**src/rtl/des_round_ctrl_if.sv**
```systemverilog
// Request / datapath-strobe / result bundle of the DES round sequencer.
// slave  : the controller side (des_round_ctrl)
// master : the requester / datapath / consumer side
interface des_round_ctrl_if #(
  parameter int CNT_W = 4
);
  logic             in_valid;
  logic             in_ready;
  logic             in_e;
  logic [55:0]      in_kp;
  logic             dp_load;
  logic             dp_round;
  logic             dp_final;
  logic [55:0]      cd;
  logic [CNT_W-1:0] round;
  logic             busy;
  logic             out_valid;
  logic             out_ready;

  modport slave (
    input  in_valid, in_e, in_kp, out_ready,
    output in_ready, dp_load, dp_round, dp_final, cd, round, busy, out_valid
  );

  modport master (
    output in_valid, in_e, in_kp, out_ready,
    input  in_ready, dp_load, dp_round, dp_final, cd, round, busy, out_valid
  );
endinterface

```
**src/rtl/des_round_ctrl.sv**
```systemverilog
// Iterative DES round sequencer: one round per clock.
// Owns the C/D key-schedule registers and strobes the external L/R datapath.
// Optional feature macro: DES_DECRYPT_EN (decrypt key schedule, in_e honoured).
// Without it the block is encrypt-only and in_e is ignored.
module des_round_ctrl #(
  parameter int ROUNDS = 16,
  parameter int CNT_W  = 4
) (
  input logic             clk,
  input logic             rst_n,
  des_round_ctrl_if.slave bus
);

  // Bit i set means shift table entry i is 2, otherwise 1.
  // Table: 1,1,2,2,2,2,2,2,1,2,2,2,2,2,2,1
  localparam logic [15:0]      SCHED2 = 16'h7EFC;
  localparam logic [CNT_W-1:0] LAST   = CNT_W'(ROUNDS - 1);

  typedef enum logic [1:0] {IDLE, RUN, FIN, OUT} state_t;

  // Rotate C and D halves independently by 1 or 2.
  function automatic logic [55:0] rotl_step(input logic [55:0] x, input logic two);
    logic [27:0] c, d;
    c = x[55:28];
    d = x[27:0];
    if (two) return {c[25:0], c[27:26], d[25:0], d[27:26]};
    return {c[26:0], c[27], d[26:0], d[27]};
  endfunction

`ifdef DES_DECRYPT_EN
  function automatic logic [55:0] rotr_step(input logic [55:0] x, input logic two);
    logic [27:0] c, d;
    c = x[55:28];
    d = x[27:0];
    if (two) return {c[1:0], c[27:2], d[1:0], d[27:2]};
    return {c[0], c[27:1], d[0], d[27:1]};
  endfunction

  // Total rotation over all executed rounds, mod 28: the decrypt start key.
  function automatic int sched_sum();
    int s;
    s = 0;
    for (int i = 0; i < ROUNDS; i++) s += SCHED2[i] ? 2 : 1;
    return s % 28;
  endfunction

  localparam int DEC_S = sched_sum();
`endif

  state_t           state_q, state_d;
  logic [55:0]      cd_q, cd_acc, cd_step;
  logic [CNT_W-1:0] round_q, idx_enc;

`ifdef DES_DECRYPT_EN
  logic             e_q;
  logic [CNT_W-1:0] idx_dec;
  logic [55:0]      kp_dec;
`else
  logic             unused_in_e;
  assign unused_in_e = bus.in_e;
`endif

  // State register
  always_ff @(posedge clk or negedge rst_n) begin
    if (!rst_n) state_q <= IDLE;
    else        state_q <= state_d;
  end

  // Next state and handshake/strobe decode
  always_comb begin
    state_d       = state_q;
    bus.in_ready  = 1'b0;
    bus.dp_load   = 1'b0;
    bus.dp_round  = 1'b0;
    bus.dp_final  = 1'b0;
    bus.out_valid = 1'b0;
    bus.busy      = (state_q != IDLE);
    case (state_q)
      IDLE: begin
        bus.in_ready = 1'b1;
        bus.dp_load  = bus.in_valid;
        if (bus.in_valid) state_d = RUN;
      end
      RUN: begin
        bus.dp_round = 1'b1;
        if (round_q == LAST) state_d = FIN;
      end
      FIN: begin
        bus.dp_final = 1'b1;
        state_d      = OUT;
      end
      OUT: begin
        bus.out_valid = 1'b1;
        if (bus.out_ready) state_d = IDLE;
      end
      default: state_d = IDLE;
    endcase
  end

  assign idx_enc = round_q + CNT_W'(1);

`ifdef DES_DECRYPT_EN
  assign idx_dec = LAST - round_q;

  // Decrypt start key: input key rotated by the whole schedule
  always_comb begin
    kp_dec = bus.in_kp;
    for (int i = 0; i < DEC_S; i++) kp_dec = rotl_step(kp_dec, 1'b0);
  end
`endif

  // Key loaded on accept: first encrypt key or last-round key for decrypt
  always_comb begin
    cd_acc = rotl_step(bus.in_kp, SCHED2[0]);
`ifdef DES_DECRYPT_EN
    if (!bus.in_e) cd_acc = kp_dec;
`endif
  end

  // Per-round key advance: forward for encrypt, reverse walk for decrypt
  always_comb begin
    cd_step = rotl_step(cd_q, SCHED2[idx_enc]);
`ifdef DES_DECRYPT_EN
    if (!e_q) cd_step = rotr_step(cd_q, SCHED2[idx_dec]);
`endif
  end

  // Key schedule, round counter and direction registers
  always_ff @(posedge clk or negedge rst_n) begin
    if (!rst_n) begin
      cd_q    <= '0;
      round_q <= '0;
`ifdef DES_DECRYPT_EN
      e_q     <= 1'b0;
`endif
    end else begin
      case (state_q)
        IDLE: if (bus.in_valid) begin
          cd_q    <= cd_acc;
          round_q <= '0;
`ifdef DES_DECRYPT_EN
          e_q     <= bus.in_e;
`endif
        end
        RUN: if (round_q != LAST) begin
          cd_q    <= cd_step;
          round_q <= round_q + CNT_W'(1);
        end
        default: ;
      endcase
    end
  end

  assign bus.cd    = cd_q;
  assign bus.round = round_q;

endmodule

```
**src/flat_wrapper.sv**
```systemverilog
// flat-port wrapper written by rule: the top's interface ports become plain ports
module des_round_ctrl_flat 
#(
  parameter int ROUNDS = 16,
  parameter int CNT_W  = 4
)
  (clk, rst_n, bus_in_valid, bus_in_e, bus_in_kp, bus_out_ready, bus_in_ready, bus_dp_load, bus_dp_round, bus_dp_final, bus_cd, bus_round, bus_busy, bus_out_valid);
  des_round_ctrl_if #(.CNT_W(CNT_W)) bus_i ();
  input logic clk;
  input logic rst_n;
  input wire logic [$bits(bus_i.in_valid)-1:0] bus_in_valid;
  input wire logic [$bits(bus_i.in_e)-1:0] bus_in_e;
  input wire logic [$bits(bus_i.in_kp)-1:0] bus_in_kp;
  input wire logic [$bits(bus_i.out_ready)-1:0] bus_out_ready;
  output wire logic [$bits(bus_i.in_ready)-1:0] bus_in_ready;
  output wire logic [$bits(bus_i.dp_load)-1:0] bus_dp_load;
  output wire logic [$bits(bus_i.dp_round)-1:0] bus_dp_round;
  output wire logic [$bits(bus_i.dp_final)-1:0] bus_dp_final;
  output wire logic [$bits(bus_i.cd)-1:0] bus_cd;
  output wire logic [$bits(bus_i.round)-1:0] bus_round;
  output wire logic [$bits(bus_i.busy)-1:0] bus_busy;
  output wire logic [$bits(bus_i.out_valid)-1:0] bus_out_valid;
  assign bus_i.in_valid = bus_in_valid;
  assign bus_i.in_e = bus_in_e;
  assign bus_i.in_kp = bus_in_kp;
  assign bus_i.out_ready = bus_out_ready;
  assign bus_in_ready = bus_i.in_ready;
  assign bus_dp_load = bus_i.dp_load;
  assign bus_dp_round = bus_i.dp_round;
  assign bus_dp_final = bus_i.dp_final;
  assign bus_cd = bus_i.cd;
  assign bus_round = bus_i.round;
  assign bus_busy = bus_i.busy;
  assign bus_out_valid = bus_i.out_valid;
  des_round_ctrl #(.ROUNDS(ROUNDS), .CNT_W(CNT_W)) u_core (.clk(clk), .rst_n(rst_n), .bus(bus_i));
endmodule
```
**config.mk**
```make
export PLATFORM = sky130hd
export DESIGN_NAME = des_round_ctrl_flat
export DESIGN_NICKNAME = d
export VERILOG_FILES = /design/src/rtl/des_round_ctrl_if.sv /design/src/rtl/des_round_ctrl.sv /design/src/flat_wrapper.sv
export SDC_FILE = /design/constraint.sdc
export NUM_CORES = 1
export LEC_CHECK = 0
export ABC_AREA = 0
export BUFFER_PORTS_ARGS = -buffer_cell sky130_fd_sc_hd__buf_4
export CAP_MARGIN = 0
export CORE_MARGIN = 1.5
export CORE_UTILIZATION = 54
export CTS_BUF_LIST = sky130_fd_sc_hd__clkbuf_4 sky130_fd_sc_hd__clkbuf_8
export DETAILED_ROUTE_END_ITERATION = 12
export GPL_TIMING_DRIVEN = 0
export PLACE_DENSITY = 0.83
export SKIP_LAST_GASP = 1
export SLEW_MARGIN = 5
export SYNTH_ARGS = -nofsm -noshare
export SYNTH_HDL_FRONTEND = slang
export SYNTH_SLANG_ARGS = --single-unit
```
**constraint.sdc**
```tcl
create_clock -name clk -period 2.66 [get_ports clk]
set_input_delay 0.133 -clock clk [delete_from_list [all_inputs] [get_ports clk]]
set_output_delay 0.133 -clock clk [all_outputs]
set_load 0.005 [all_outputs]
```
* Yosys cells after proc, flatten, opt, wreduce, memory -nomap -nowiden *
Memory sizes are Yosys's and may differ from the RTL's.
Index checks and enable logic that the tools add are counted.

storage, ports and cells
  word-level logic and storage cells = 39
  ROM bits = 16
  input port bits = 61
  flip-flop bits (word level) = 62
  memories = 1
  output and inout bits = 66

operators by class
  reduce and logical (&&, ||, !) cells = 5
  multiplexer cells = 19
  add/sub/neg operators = 1
  $lt $le $gt $ge = 1
  eq/ne operators = 9

memory list
  memory           depth  bits a word  rd ports  clocked after Yosys merged registers in  wr ports  line                   source
  (no name shown)  16     1            1         0                                        0         des_round_ctrl.sv:122  cd_step = rotl_step(cd_q, SCHED2[idx_enc]);

operators with widths
  operator             number
  $mux 56              4
  $pmux 56 s2          1
  $mux 4               2
  $pmux 2 s4           1
  $pmux 4 s2           1
  $mux 1               7
  $mux 2               3
  $reduce_and 3->1     2
  $lt 4x5->1 const B   1
  $add 4x1->4 const B  1
  $eq 2x2->1 const B   2
  $eq 4x4->1 const B   1
  $ne 2x1->1 const B   2
  $ne 2x2->1 const B   2
  $ne 4x4->1 const B   1
  $reduce_bool 2->1    2
  $eq 2x1->1 const B   1
  $logic_not 2->1      1

* Longest topological paths before layout *
  word-level depth = 7
  mapped depth = 9
  mapped depth without buffers = 6

* Worst setup path after synthesis *
Ideal clock, no wire load.

  path type = flip-flop to flip-flop
  start point = reg u_core.round_q[0], in the netlist u_core.bus.round[0]
  end point = reg u_core.cd_q[10], in the netlist u_core.bus.cd[10]
  setup slack = 0.545 ns
  arrival = 1.994 ns
  stages on the path, launching flop included = 8
  required time = 2.539 ns
  path buffers = 2
  library setup time = 0.121 ns
  clock period less this slack = 2.115 ns
  path through = dfrtp_1 -> ha_1 -> nand2b_1 -> o32ai_1 -> buf_2 -> buf_2 -> o221ai_2 -> a22o_1

on the way
  word-level cells in the longest chain between the ends = 7
  elaborated cells on any way between the ends = 10
  classes of those cells = add/sub: 1; eq/ne: 2; mux: 5; reduce/logical: 1; memory: 1

ends and longest elaborated chain
  element                       line                   source
  start, declared               des_round_ctrl.sv:52   logic [CNT_W-1:0] round_q, idx_enc;
  start signal, assigned        des_round_ctrl.sv:147  round_q <= round_q + CNT_W'(1);
  $add 4x1->4                   des_round_ctrl.sv:100  assign idx_enc = round_q + CNT_W'(1);
  $mem_v2 16x1                  n/a
  $mux 1 (not written as such)  des_round_ctrl.sv:122
  $mux 1                        des_round_ctrl.sv:26   if (two) return {c[25:0], c[27:26], d[25:0], d[27:26]};
  $mux 56                       des_round_ctrl.sv:27   return {c[26:0], c[27], d[26:0], d[27]};
  $mux 56                       des_round_ctrl.sv:145  RUN: if (round_q != LAST) begin
  $pmux 56 s2                   des_round_ctrl.sv:137  case (state_q)
  end signal, assigned          des_round_ctrl.sv:146  cd_q <= cd_step;
  end, declared                 des_round_ctrl.sv:51   logic [55:0] cd_q, cd_acc, cd_step;

Several ways; a longest one is shown, not always the timed one. The select of a mux whose other input is x is not followed.
A chain may end at the register's enable or synchronous reset.

* Worst setup path after layout *
  start point = reg u_core.round_q[0], in the netlist u_core.bus.round[0]
  end point = reg u_core.cd_q[14], in the netlist u_core.bus.cd[14]

The elaborated chain is that of the path after synthesis.

==> run summary <==
The max-slew violation count is 0. The delay of the slowest cell on the worst path came out at 450 ps. Synthesis produced a netlist with a net count of 569.

Measured in cells, the most critical reg-to-reg path has a length of 7. The number of antenna violations at the first check in global routing came to 0. STA classifies the critical path startpoint as a flop.

For this run, the register share of the synthesized area comes to 0.362. The worst setup path is captured at a flop. Row generation in the floorplan step produced 32 rows. The max-cap violation count came out at 0.

The die height is 92.1 um. Registers take 1550 um2. The type of the worst setup path is flop to flop. The growth of design area from synthesis to finish is 30.2%. Of all nets on the critical path, the largest fanout is 10. The count of different cell masters after synthesis is 26. The number of H-tree levels came out at 3. In this run the count of I/O pins placed on the die edge is 127. The share of final-layout standard cells stronger than drive strength 1 came out at 0.323. The path class of the tightest hold or removal check is input port to flop.

The sum of overflow across all layers after global routing came out at 0. The number of synthesized register bits is 62. The die footprint is 8470 um2. The critical path data arrival time is 2630 ps. The endpoint identified for the worst register-to-register timing path is u_core.bus.cd[14]$_DFFE_PN0P_. The area share of fa/ha/maj cells after synthesis is 0.0175. For this run, the total global-route usage over all layers was measured as 0.296. The total setup violations reported at the end of the flow came out at 0.

The relative slew slack is 0.469. The count of vias placed by the detailed router is 4507. The cell area that synthesis handed to floorplanning was 4280 um2.

The xor and xnor area share after synthesis is 0.00204. A synthesized cell averages 8.53 um2. Across the VDD grid, the largest voltage drop is 0.000762 V. The run finished with clean final reports. Counting every instance in the synthesized netlist gives 502. The hold-critical path depth came out at 4.

The final clock period utilization by the worst path is 0.903. The worst-margin pin slew is 796 ps. The total area of multi-input combinational cells is 2430 um2. The worst setup skew after layout is 8.47 ps.

The violation count after the first detailed-route iteration is 436. The remaining antenna violation count after routing is 0. For this run, the post-layout net count is 705. The synthesized design spends more area on one cell type than any other, namely sky130_fd_sc_hd__dfrtp_1.

The design draws 8.05 mW. The pre-antenna-repair detailed-routing pass consisted of 5 iterations. The horizontal die dimension is 92.1 um. No sink is reached through more buffers than the 2 on the longest clock path. The congestion estimate from routability-driven global placement came to 0.848. The required time of the critical path came out at 2890 ps. The largest individual stage delay along the critical path comes from the cell sky130_fd_sc_hd__dfrtp_1. The clock sink count came out at 62.

The clock latency on the worst-skew pair came out at 340 ps. The TritonCTS clock tree is yes. Setup repair after global routing left no endpoint under its margin. The fill cell total of the finished layout is 617.

The post-detailed-placement half-perimeter wirelength is 8750 um. The post-detailed-route wirelength per cell is 16.7 um. Entering global routing, the biggest net connects 63 pins. Post-CTS timing repair inserted 0 buffers for setup. The startpoint of the most critical setup path is u_core.bus.round[0]$_DFFE_PN0P_.

The worst reg-to-reg setup slack came out at 260 ps. The area inside the core boundary is 7690 um2. By instance count, the cell type seen most on the critical path is sky130_fd_sc_hd__buf_2. Of the total synthesized cell area, the portion taken by AND, OR, NAND and NOR gates is 0.171. The leakage power came out at 2.40 nW. The worst hold slack across all endpoints is 120 ps.

The number of endpoints with negative hold slack in the final report is 0. The worst hold path endpoint is u_core.bus.cd[25]$_DFFE_PN0P_. The number of buffer cells added on primary ports is 125. After detailed routing, the number of vias per cell comes to 6.05. The portion of synthesized area spent on multiplexers is 0.00234. The clock root buffer is sky130_fd_sc_hd__clkbuf_8. The number of global-route vias before repair is 4085. The CTS buffer count came out at 9. The number of warning messages in the yosys log came out at 0. The clock-pin slew reported for the worst setup and hold paths after clock tree synthesis came out at 70 ps.

The startpoint of the most critical register-to-register path is u_core.bus.round[0]$_DFFE_PN0P_. The minimum period implied by the final worst setup slack is 2400 ps. The total wire length after detailed routing is 12400 um. Power spread over the standard cell area amounts to 1440 nW/um2.

The signal on the critical path passes through ha_1 > nand2b_1 > o32ai_1 > buf_2 > buf_2 > o221ai_2 > a22o_1. The synthesized-area fraction occupied by ao, oa, aoi and oai cells came out at 0.374. Of the post-synthesis cell area, the dominant cell type holds 0.362. The first-pass GRT wire length came out at 20300 um.

The count of antenna diodes in the layout is 0. Adding up every negative setup slack in the final design gives 0 ps. The highest achievable clock rate came out at 0.416 GHz. For this run, design rule violations remaining after detail routing come to 0.

The main combinational cell family by area after synthesis is compound AO/OA/AOI/OAI gates. The initial cell density of the core came out at 0.557. Sorting the synthesized cells by area gives the leading types as sky130_fd_sc_hd__dfrtp_1 (36%), sky130_fd_sc_hd__o221ai_2 (14%), sky130_fd_sc_hd__a22o_1 (12%). The worst hold path begins at bus_in_kp[24].
==> power breakdown <==
group / total [mW] / switching [mW] / internal, mW
Sequential: 1.96 / 0.535 / 1.42
Clock: 0.909 / 0.377 / 0.532
Combinational: 5.18 / 2.85 / 2.33
==> layout by cell type, fill, tap and decap left out, drive strengths merged, types with 2 or more instances in the layout <==
| master | count |
|---|---|
| nand2b | 2 |
| nand2 | 62 |
| nor2b | 3 |
| clkbuf | 43 |
| buf | 152 |
| nand3 | 3 |
| o21ai | 63 |
| ha | 6 |
| inv | 7 |
| a22o | 57 |
| nor2 | 113 |
| dfrtp | 62 |
| o221ai | 56 |
| clkinv | 2 |
==> synth_stat cells <==
library cell / n
sky130_fd_sc_hd__nor2_1: 113
sky130_fd_sc_hd__o21ai_0: 63
sky130_fd_sc_hd__dfrtp_1: 62
sky130_fd_sc_hd__nand2_1: 62
sky130_fd_sc_hd__a22o_1: 57
sky130_fd_sc_hd__o221ai_2: 40
sky130_fd_sc_hd__clkbuf_1: 31
sky130_fd_sc_hd__buf_2: 18
sky130_fd_sc_hd__o221ai_1: 16
sky130_fd_sc_hd__inv_1: 7
sky130_fd_sc_hd__ha_1: 6
sky130_fd_sc_hd__buf_6: 5
sky130_fd_sc_hd__buf_1: 4
sky130_fd_sc_hd__nand3_1: 3
sky130_fd_sc_hd__nor2b_1: 3
sky130_fd_sc_hd__nand2b_1: 2
sky130_fd_sc_hd__a21o_1: 1
sky130_fd_sc_hd__a222oi_1: 1
sky130_fd_sc_hd__mux2i_1: 1
sky130_fd_sc_hd__nand4_1: 1
sky130_fd_sc_hd__nor3_1: 1
sky130_fd_sc_hd__nor4_1: 1
sky130_fd_sc_hd__o221a_4: 1
sky130_fd_sc_hd__o32ai_1: 1
sky130_fd_sc_hd__or4_4: 1
sky130_fd_sc_hd__xnor2_1: 1
==> sequential cells by signal, summed over array words and instances (netlist names) <==
name	flops
u_core.bus.cd	56
u_core.bus.round	4
u_core.state_q	2
==> final cells by class <==
cell class	instances	area share
plain buffers	57	0.0493
clock buffers	13	0.0321
clock inverters	3	0.00718
inverters	7	0.00471
multi-input cells	375	0.436
flip-flops and latches	62	0.278
well taps	102	0.0229
repair buffers	126	0.170
==> routing by layer <==
layer	track usage	share of wire	vias up
li1	-	-	2101
met1	0.406	0.44	2179
met2	0.481	0.48	209
met3	0.0415	0.060	18
met4	0.101	0.018	0
met5	0	0	-
==> cells by family after synthesis <==
kind of cell,count (synthesis)
AND/OR/NAND/NOR,187
AO/OA/AOI/OAI,180
buffers and inverters,65
flip-flops,62
adder cells (fa/ha/maj),6
XOR/XNOR,1
multiplexers,1
==> how the worst max path moves through the flow <==
| stage | to | slack, ps | cells past startpoint |
|---|---|---|---|
| floorplan | u_core.bus.cd[10]$_DFFE_PN0P_ | 550 | 7 |
| global route | u_core.bus.cd[49]$_DFFE_PN0P_ | 60 | 7 |
| detailed placement | u_core.bus.cd[2]$_DFFE_PN0P_ | 50 | 8 |
| CTS | u_core.bus.cd[6]$_DFFE_PN0P_ | 20 | 8 |
| global placement | u_core.bus.cd[9]$_DFFE_PN0P_ | 110 | 8 |
| finish | u_core.bus.cd[14]$_DFFE_PN0P_ | 260 | 7 |
==> critical path: cells and delay by family, from the launching register on <==
kind | cells | cell delay (ps)
adder cells (fa/ha/maj) | 1 | 370
buffers and inverters | 2 | 620
flip-flops | 1 | 450
AND/OR/NAND/NOR | 1 | 190
AO/OA/AOI/OAI | 3 | 660
==> stage by stage <==
step           utilization  cell area, um2  instances  worst slack [ps]
6_report             0.726            5580        745               257
5_1_grt              0.726            5580        745              61.6
4_1_cts              0.726            5580        746              15.7
3_5_place_dp         0.696            5350        729              47.0
3_3_place_gp         0.696            5350        729               109
2_1_floorplan            -            4280        502               545
==> what timing repair did <==
| action | in CTS | in global routing |
|---|---|---|
| resized for setup | 0 | 3 |
| endpoints found under the hold margin | 62 | 0 |
| hold buffers | 1 | 0 |
| endpoints found under the setup margin | 0 | 52 |
(Power assumes the default switching activity.)
